--- config.mk ---
export PLATFORM = sky130hd
export DESIGN_NAME = pipeline_ctrl_flat
export DESIGN_NICKNAME = d
export VERILOG_FILES = /design/src/rtl/pipe_pkg.sv /design/src/rtl/pipeline_ctrl_if.sv /design/src/rtl/sat_counter.sv /design/src/rtl/pipeline_ctrl.sv /design/src/flat_wrapper.sv
export SDC_FILE = /design/constraint.sdc
export NUM_CORES = 1
export LEC_CHECK = 0
export CORE_UTILIZATION = 53
export DETAILED_ROUTE_END_ITERATION = 10
export MAX_ROUTING_LAYER = met4
export PLACE_DENSITY = 0.91
export SYNTH_ARGS = -nofsm -noshare
export SYNTH_HDL_FRONTEND = slang
export SYNTH_SLANG_ARGS = --single-unit
--- constraint.sdc ---
create_clock -name clk -period 2.5 [get_ports clk]
set_input_delay 0.25 -clock clk [delete_from_list [all_inputs] [get_ports clk]]
set_output_delay 0.25 -clock clk [all_outputs]
set_load 0.02 [all_outputs]
--- src/rtl/pipe_pkg.sv ---
// rtl/pipe_pkg.sv - pipeline controller state encodings and control words
package pipe_pkg;

    typedef enum logic [1:0] {
        ST_RUN      = 2'd0,
        ST_HAZARD   = 2'd1,
        ST_FLUSH    = 2'd2,
        ST_MEM_WAIT = 2'd3
    } pipe_state_t;

    typedef struct packed {
        logic pc_en;
        logic ifid_en;
        logic ifid_flush;
        logic idex_bubble;
        logic back_en;
    } pipe_ctrl_t;

    // Reset loads NOPs into both front registers while everything is held
    localparam pipe_ctrl_t CTRL_RESET      = '{pc_en: 1'b0, ifid_en: 1'b0, ifid_flush: 1'b1, idex_bubble: 1'b1, back_en: 1'b0};
    localparam pipe_ctrl_t CTRL_FREEZE     = '{pc_en: 1'b0, ifid_en: 1'b0, ifid_flush: 1'b0, idex_bubble: 1'b0, back_en: 1'b0};
    localparam pipe_ctrl_t CTRL_FLUSH      = '{pc_en: 1'b1, ifid_en: 1'b1, ifid_flush: 1'b1, idex_bubble: 1'b0, back_en: 1'b1};
    localparam pipe_ctrl_t CTRL_BUBBLE     = '{pc_en: 1'b0, ifid_en: 1'b0, ifid_flush: 1'b0, idex_bubble: 1'b1, back_en: 1'b1};
    localparam pipe_ctrl_t CTRL_FETCH_MISS = '{pc_en: 1'b0, ifid_en: 1'b1, ifid_flush: 1'b1, idex_bubble: 1'b0, back_en: 1'b1};
    localparam pipe_ctrl_t CTRL_NORMAL     = '{pc_en: 1'b1, ifid_en: 1'b1, ifid_flush: 1'b0, idex_bubble: 1'b0, back_en: 1'b1};

endpackage

--- src/rtl/pipeline_ctrl_if.sv ---
// rtl/pipeline_ctrl_if.sv - hazard/memory status in, pipeline enables out
interface pipeline_ctrl_if #(parameter int CNT_W = 16);
    logic             hazard_stall_in;
    logic             branch_taken_in;
    logic             imem_ready_in;
    logic             dmem_req_in;
    logic             dmem_ready_in;
    logic             pc_en_out;
    logic             ifid_en_out;
    logic             ifid_flush_out;
    logic             idex_bubble_out;
    logic             back_en_out;
    logic [1:0]       state_out;
    logic [CNT_W-1:0] stall_count_out;
    logic             deadlock_out;

    modport master (
        output hazard_stall_in, branch_taken_in, imem_ready_in, dmem_req_in, dmem_ready_in,
        input  pc_en_out, ifid_en_out, ifid_flush_out, idex_bubble_out, back_en_out,
        input  state_out, stall_count_out, deadlock_out
    );

    modport slave (
        input  hazard_stall_in, branch_taken_in, imem_ready_in, dmem_req_in, dmem_ready_in,
        output pc_en_out, ifid_en_out, ifid_flush_out, idex_bubble_out, back_en_out,
        output state_out, stall_count_out, deadlock_out
    );
endinterface

--- src/rtl/sat_counter.sv ---
// rtl/sat_counter.sv - saturating up-counter with synchronous clear
module sat_counter #(
    parameter int WIDTH = 16
) (
    input  logic             clk,
    input  logic             inc,
    input  logic             clear,
    output logic [WIDTH-1:0] count
);

    always_ff @(negedge clk) begin
        if (clear) begin
            count <= '0;
        end else if (inc && (count != '1)) begin
            count <= count + WIDTH'(1);
        end
    end

endmodule

--- src/rtl/pipeline_ctrl.sv ---
// rtl/pipeline_ctrl.sv - 5-stage pipeline stall/flush/freeze controller
module pipeline_ctrl
    import pipe_pkg::*;
#(
    parameter int FLUSH_CYCLES = 1,
    parameter int STALL_LIMIT  = 255,
    parameter int CNT_W        = 16
) (
    input  logic            clk,
    input  logic            reset,
    pipeline_ctrl_if.slave  bus
);

    localparam logic [2:0] FLUSH_RELOAD = 3'(FLUSH_CYCLES - 1);
    localparam logic [7:0] HZ_LIMIT     = 8'(STALL_LIMIT);

    pipe_state_t state, state_nx;
    logic [2:0]  flush_cnt, flush_nx;
    logic [7:0]  hz_cnt, hz_nx;
    logic        deadlock, dead_nx;
    logic        memwait, flushing;
    pipe_ctrl_t  ctrl;

    assign memwait  = bus.dmem_req_in & ~bus.dmem_ready_in;
    // flush_cnt survives a memwait freeze, so a pending flush resumes afterwards
    assign flushing = bus.branch_taken_in | (flush_cnt != 3'd0);

    always_ff @(negedge clk) begin
        if (!reset) begin
            state     <= ST_RUN;
            flush_cnt <= 3'd0;
            hz_cnt    <= 8'd0;
            deadlock  <= 1'b0;
        end else begin
            state     <= state_nx;
            flush_cnt <= flush_nx;
            hz_cnt    <= hz_nx;
            deadlock  <= dead_nx;
        end
    end

    always_comb begin
        state_nx = ST_RUN;
        flush_nx = flush_cnt;
        hz_nx    = hz_cnt;
        dead_nx  = deadlock;
        if (memwait) begin
            state_nx = ST_MEM_WAIT;
        end else begin
            if (!bus.hazard_stall_in) begin
                hz_nx = 8'd0;
            end
            if (flushing) begin
                flush_nx = bus.branch_taken_in ? FLUSH_RELOAD : flush_cnt - 3'd1;
                state_nx = (flush_nx != 3'd0) ? ST_FLUSH : ST_RUN;
            end else if (bus.hazard_stall_in) begin
                state_nx = ST_HAZARD;
                if (hz_cnt != HZ_LIMIT) begin
                    hz_nx = hz_cnt + 8'd1;
                end
                if (hz_nx == HZ_LIMIT) begin
                    dead_nx = 1'b1;
                end
            end
        end
    end

    always_comb begin
        ctrl = CTRL_NORMAL;
        if (!reset) begin
            ctrl = CTRL_RESET;
        end else if (memwait) begin
            ctrl = CTRL_FREEZE;
        end else if (flushing) begin
            ctrl = CTRL_FLUSH;
        end else if (bus.hazard_stall_in) begin
            ctrl = CTRL_BUBBLE;
        end else if (!bus.imem_ready_in) begin
            ctrl = CTRL_FETCH_MISS;
        end
    end

    assign bus.pc_en_out       = ctrl.pc_en;
    assign bus.ifid_en_out     = ctrl.ifid_en;
    assign bus.ifid_flush_out  = ctrl.ifid_flush;
    assign bus.idex_bubble_out = ctrl.idex_bubble;
    assign bus.back_en_out     = ctrl.back_en;
    assign bus.state_out       = state;
    assign bus.deadlock_out    = deadlock;

    sat_counter #(.WIDTH(CNT_W)) u_stall_cnt (
        .clk   (clk),
        .inc   (~ctrl.pc_en),
        .clear (~reset),
        .count (bus.stall_count_out)
    );

endmodule
--- src/flat_wrapper.sv ---
// flat-port wrapper written by rule: the top's interface ports become plain ports
module pipeline_ctrl_flat import pipe_pkg::*;
#(
    parameter int FLUSH_CYCLES = 1,
    parameter int STALL_LIMIT  = 255,
    parameter int CNT_W        = 16
)
  (clk, reset, bus_hazard_stall_in, bus_branch_taken_in, bus_imem_ready_in, bus_dmem_req_in, bus_dmem_ready_in, bus_pc_en_out, bus_ifid_en_out, bus_ifid_flush_out, bus_idex_bubble_out, bus_back_en_out, bus_state_out, bus_stall_count_out, bus_deadlock_out);
  pipeline_ctrl_if #(.CNT_W(CNT_W)) bus_i ();
  input  logic clk;
  input  logic reset;
  input wire logic [$bits(bus_i.hazard_stall_in)-1:0] bus_hazard_stall_in;
  input wire logic [$bits(bus_i.branch_taken_in)-1:0] bus_branch_taken_in;
  input wire logic [$bits(bus_i.imem_ready_in)-1:0] bus_imem_ready_in;
  input wire logic [$bits(bus_i.dmem_req_in)-1:0] bus_dmem_req_in;
  input wire logic [$bits(bus_i.dmem_ready_in)-1:0] bus_dmem_ready_in;
  output wire logic [$bits(bus_i.pc_en_out)-1:0] bus_pc_en_out;
  output wire logic [$bits(bus_i.ifid_en_out)-1:0] bus_ifid_en_out;
  output wire logic [$bits(bus_i.ifid_flush_out)-1:0] bus_ifid_flush_out;
  output wire logic [$bits(bus_i.idex_bubble_out)-1:0] bus_idex_bubble_out;
  output wire logic [$bits(bus_i.back_en_out)-1:0] bus_back_en_out;
  output wire logic [$bits(bus_i.state_out)-1:0] bus_state_out;
  output wire logic [$bits(bus_i.stall_count_out)-1:0] bus_stall_count_out;
  output wire logic [$bits(bus_i.deadlock_out)-1:0] bus_deadlock_out;
  assign bus_i.hazard_stall_in = bus_hazard_stall_in;
  assign bus_i.branch_taken_in = bus_branch_taken_in;
  assign bus_i.imem_ready_in = bus_imem_ready_in;
  assign bus_i.dmem_req_in = bus_dmem_req_in;
  assign bus_i.dmem_ready_in = bus_dmem_ready_in;
  assign bus_pc_en_out = bus_i.pc_en_out;
  assign bus_ifid_en_out = bus_i.ifid_en_out;
  assign bus_ifid_flush_out = bus_i.ifid_flush_out;
  assign bus_idex_bubble_out = bus_i.idex_bubble_out;
  assign bus_back_en_out = bus_i.back_en_out;
  assign bus_state_out = bus_i.state_out;
  assign bus_stall_count_out = bus_i.stall_count_out;
  assign bus_deadlock_out = bus_i.deadlock_out;
  pipeline_ctrl #(.FLUSH_CYCLES(FLUSH_CYCLES), .STALL_LIMIT(STALL_LIMIT), .CNT_W(CNT_W)) u_core (.clk(clk), .reset(reset), .bus(bus_i));
endmodule
# == After elaboration in Yosys (flattened, before gate mapping) ==
# Cells that the tools add are included.
# word_totals
ff_bits,30
input_bits,7
output_inout_bits,24
# classes
addsub,3
eq_ne,3
n_mux,17
bitwise_logic,6
n_reduce_logical,5
# op_table
op,count
8-bit 2-to-1 mux,7
5-bit 2-to-1 mux,5
16-bit by 1-bit adder with 16-bit output (second input constant),1
16-bit inequality test (second input constant),1
8-bit by 1-bit adder with 8-bit output (second input constant),1
8-bit equality test (second input constant),1
8-bit inequality test (second input constant),1
2-bit 2-to-1 mux,3
3-bit nonzero test,2
1-bit inverter,4
4-bit AND reduction,1
3-bit 2-to-1 mux,1
3-bit by 1-bit subtractor with 3-bit output (second input constant),1
2-bit AND reduction,1
1-bit AND,1
1-bit logical AND,1
1-bit 2-to-1 mux,1
1-bit OR,1

# == Depth between registers and ports, before layout ==
# depth
ltp_word,7
mapped_depth,9
depth_no_buf,7

# == Cells and area by module ==
# A second synthesis with hierarchy kept.
# unflattened
cells_unflattened,232
area_unflattened_um2,1745.4
# modules_own_cells
mod,instances,cells_each,area_each_um2,seq_area_each_um2
pipeline_ctrl,1,135,943.4,280.3
sat_counter,1,97,802.0,320.3

==> out/results.txt <==
WL final: 7630 um
max-cap violations: 0
Post-synth EDFFs: 0
Worst Path Required: 2.25 ns
PwrDens: 465 nW/um^2
Least-Margin Pin Slew: 0.687 ns
async set or reset register ratio after synthesis: 0%
Via Count: 2455
Post-DP Area: 2500 um^2
Die Y: 61.4 um
DR iter-0 viols: 291
Synth Area in XOR/XNOR: 0%
failing checks: negative setup slack
antenna fix cells: 0
Post-DRT Antenna Nets: 0
Leak Pwr: 1.27 nW
overall routing resource usage: 39.3%
fin util: 88.3%
vias per cell: 6.48
finished layout cell area: 2970 um^2
global-route wire length before repair: 10400 um
maximum fanout along the worst path: 3
Internal Pwr Total: 0.873 mW
Post-Synthesis Cells: 221
clock slew at reported path FFs: 0.04 ns
CTS buffer count: 5
post-DP HPWL: 3480 um
Finished Layout Cells: 379
FF+latch count, synth: 30
syn avg cell area: 8.46 um^2
final net count: 343
outcome: complete, but fails checks
layout cell share with drive strength beyond 1: 40.2%
sw power: 0.508 mW
Crit path arrival time: 3.12 ns
Clk Latency, worst-skew pair: 0.43 ns
CTS tree: yes
H-tree levels: 2
syn_nets: 232
sequential share of the synthesized area: 32.1%
Finish-stage setup viols: 17
CP Capture Type: primary output
Final Hold Fails: 0
Yosys cell types: 45
layout overhead on the synthesized area: 58.7%
root buf cell: clkbuf_4
Mapped Area: 1870 um^2
clock share of power: 46.4%
FP Rows: 21
critical path class: reg2out
register-to-register setup slack: -0.20 ns
Post-Synth Simple-Gate Area: 32.6%
multi-input logic area: 1390 um^2
Yosys top cell by area: dfxtp_1
Max Transition Viols Final: 0
synthesized-area fraction occupied by adder cells: 2.68%
FF/Latch Area: 604 um^2
worst path cell trace: inv_2, ha_4, ha_4, nor2b_4, buf_12, a211oi_4, buf_6
unrepaired setup endpoints after global routing: yes
largest net degree at the start of global routing: 27
Clock Tree Buf Depth: 2
synth top area cells: dfxtp_1 32%, mux2i_1 7.0%, nand2_1 5.4%
Die ar.: 3770 um^2
most frequent cells in the layout: 50 x buf_4, 36 x inv_1, 27 x dfxtp_1, 25 x nand2_1, 18 x buf_2
CTS sink cnt: 30
DR WL/cell: 20.1 um
setup ws final: -0.873 ns
# port buffers: 30
vias in the first global route: 2335
Die W: 61.4 um
Final Total Pwr: 1.38 mW
relative slew slack: 54.2%
Placeable Area: 3360 um^2
post-synthesis mux area share: 6.96%
GP Congestion: 0.981
largest family of logic cells by synthesized area: simple AND/OR/NAND/NOR gates
Compound-Gate Fraction of Synth Area: 19.7%
Sw Share: 36.8%
most common cell after layout, fill and taps aside: buf_4
combinational share of power: 17.7%
Critical Path Start Type: register
Synth top area share: 32.1%
fillers: 163
final clock skew: 0.0383 ns
crit-path most repeated cell: ha_4
yosys warns: 0
I/O Pins: 31
register share of total power: 35.9%
crit-path max cell delay: 0.35 ns
peak supply drop: 523 uV
worst min-delay path class: reg2reg
Cells after DPL: 325
initial antenna violation count: 0
Post-route DRC: 0
hold_buf cts: 0
Initial Util: 55.6%
Crit-path slowest cell: dfxtp_2
Most used DFF post-synth: dfxtp_1
DRT Pass-1 Iters: 6
gr ovfl total: 0
[final timing paths]
check                          start                      end  cells past startpoint
min          u_core.bus.deadlock_out  u_core.bus.deadlock_out                      1
min reg2reg  u_core.bus.deadlock_out  u_core.bus.deadlock_out                      1
max              u_core.flush_cnt[0]            bus_pc_en_out                      7
max reg2reg      u_core.flush_cnt[0]         u_core.hz_cnt[2]                     17
[metal layers]
metal	GRT usage (%)	routed length (um)
met5	-	0
met4	31.1	570
met3	15.1	681
met2	65.1	3740
met1	36.2	2640
[synthesized netlist by cell type, types with 2 or more instances]
cell       number
dfxtp_1        30
o31a_1          2
nand2b_1       14
a2111oi_2       2
or3_1           6
o211ai_1        3
o31ai_1         4
ha_1            4
o32a_1          2
nor4_1          7
nor2_1          9
a21oi_1        15
and4_1          2
nor4_2          8
nand3_1        11
nor3_1          2
nand4_2         3
clkbuf_1        6
o21ai_0        10
o41ai_1         2
and3_1          2
buf_2           2
mux2i_1        13
buf_6           3
or4_1           2
inv_1          10
nand2_1        27
a31oi_1         2
nand4_1         2
[per-stage QoR]
| stage | hold WS (ns) | worst slack (ns) | setup TNS [ns] |
|---|---|---|---|
| floorplan | 0.457 | -0.403 | -1.67 |
| global placement | 0.453 | -0.772 | -18.07 |
| detailed placement | 0.475 | -0.807 | -19.43 |
| CTS | 0.489 | -0.681 | -3.13 |
| global route | 0.495 | -0.884 | -5.08 |
| finish | 0.487 | -0.873 | -4.43 |
[area by class of cell]
type | instances | share of cell area (%)
Sequential cell | 30 | 20.4
Clock inverter | 33 | 5.27
Clock buffer | 5 | 1.26
Tap cell | 46 | 1.94
Inverter | 9 | 1.14
Timing Repair Buffer | 87 | 23.3
Multi-Input combinational cell | 169 | 46.7
[sequential cells by signal, indices dropped and copies added (netlist names)]
signal and cells:
u_core.bus.deadlock_out 1, u_core.bus.state_out 2, u_core.flush_cnt 3, u_core.hz_cnt 8
u_core.u_stall_cnt.count 16
[kinds of logic (layout without fill, tap and decap cells)]
family | count (synthesis) | in the layout
buffers and inverters | 22 | 134
adders and majority gates | 4 | 4
and+or+nand+nor | 100 | 100
DFF | 30 | 30
muxes | 13 | 13
AOI/OAI and AO/OA | 52 | 52
[power by group through the flow]
stage	combinational (mW)	clock [mW]	sequential [mW]
final	0.245	0.640	0.496
after global routing	0.256	0.706	0.496
after CTS	0.201	0.618	0.495
after detailed placement	0.177	0.0758	0.504
after global placement	0.171	0.0758	0.503
after floorplan	0.0817	0.0758	0.513
[critical path, delay by kind of cell (launching register included)]
family,cells,cell delay (ns)
adders and majority gates,2,0.31
buffers and inverters,3,0.35
AOI/OAI and AO/OA,1,0.31
DFF,1,0.35
and+or+nand+nor,1,0.14
[what timing repair did]
item,CTS,global route
resized for setup,121,39
setup buffers,16,5
pin swaps,10,17
setup endpoints to repair,47,26
Note: power is estimated with default switching activity, not from simulation.
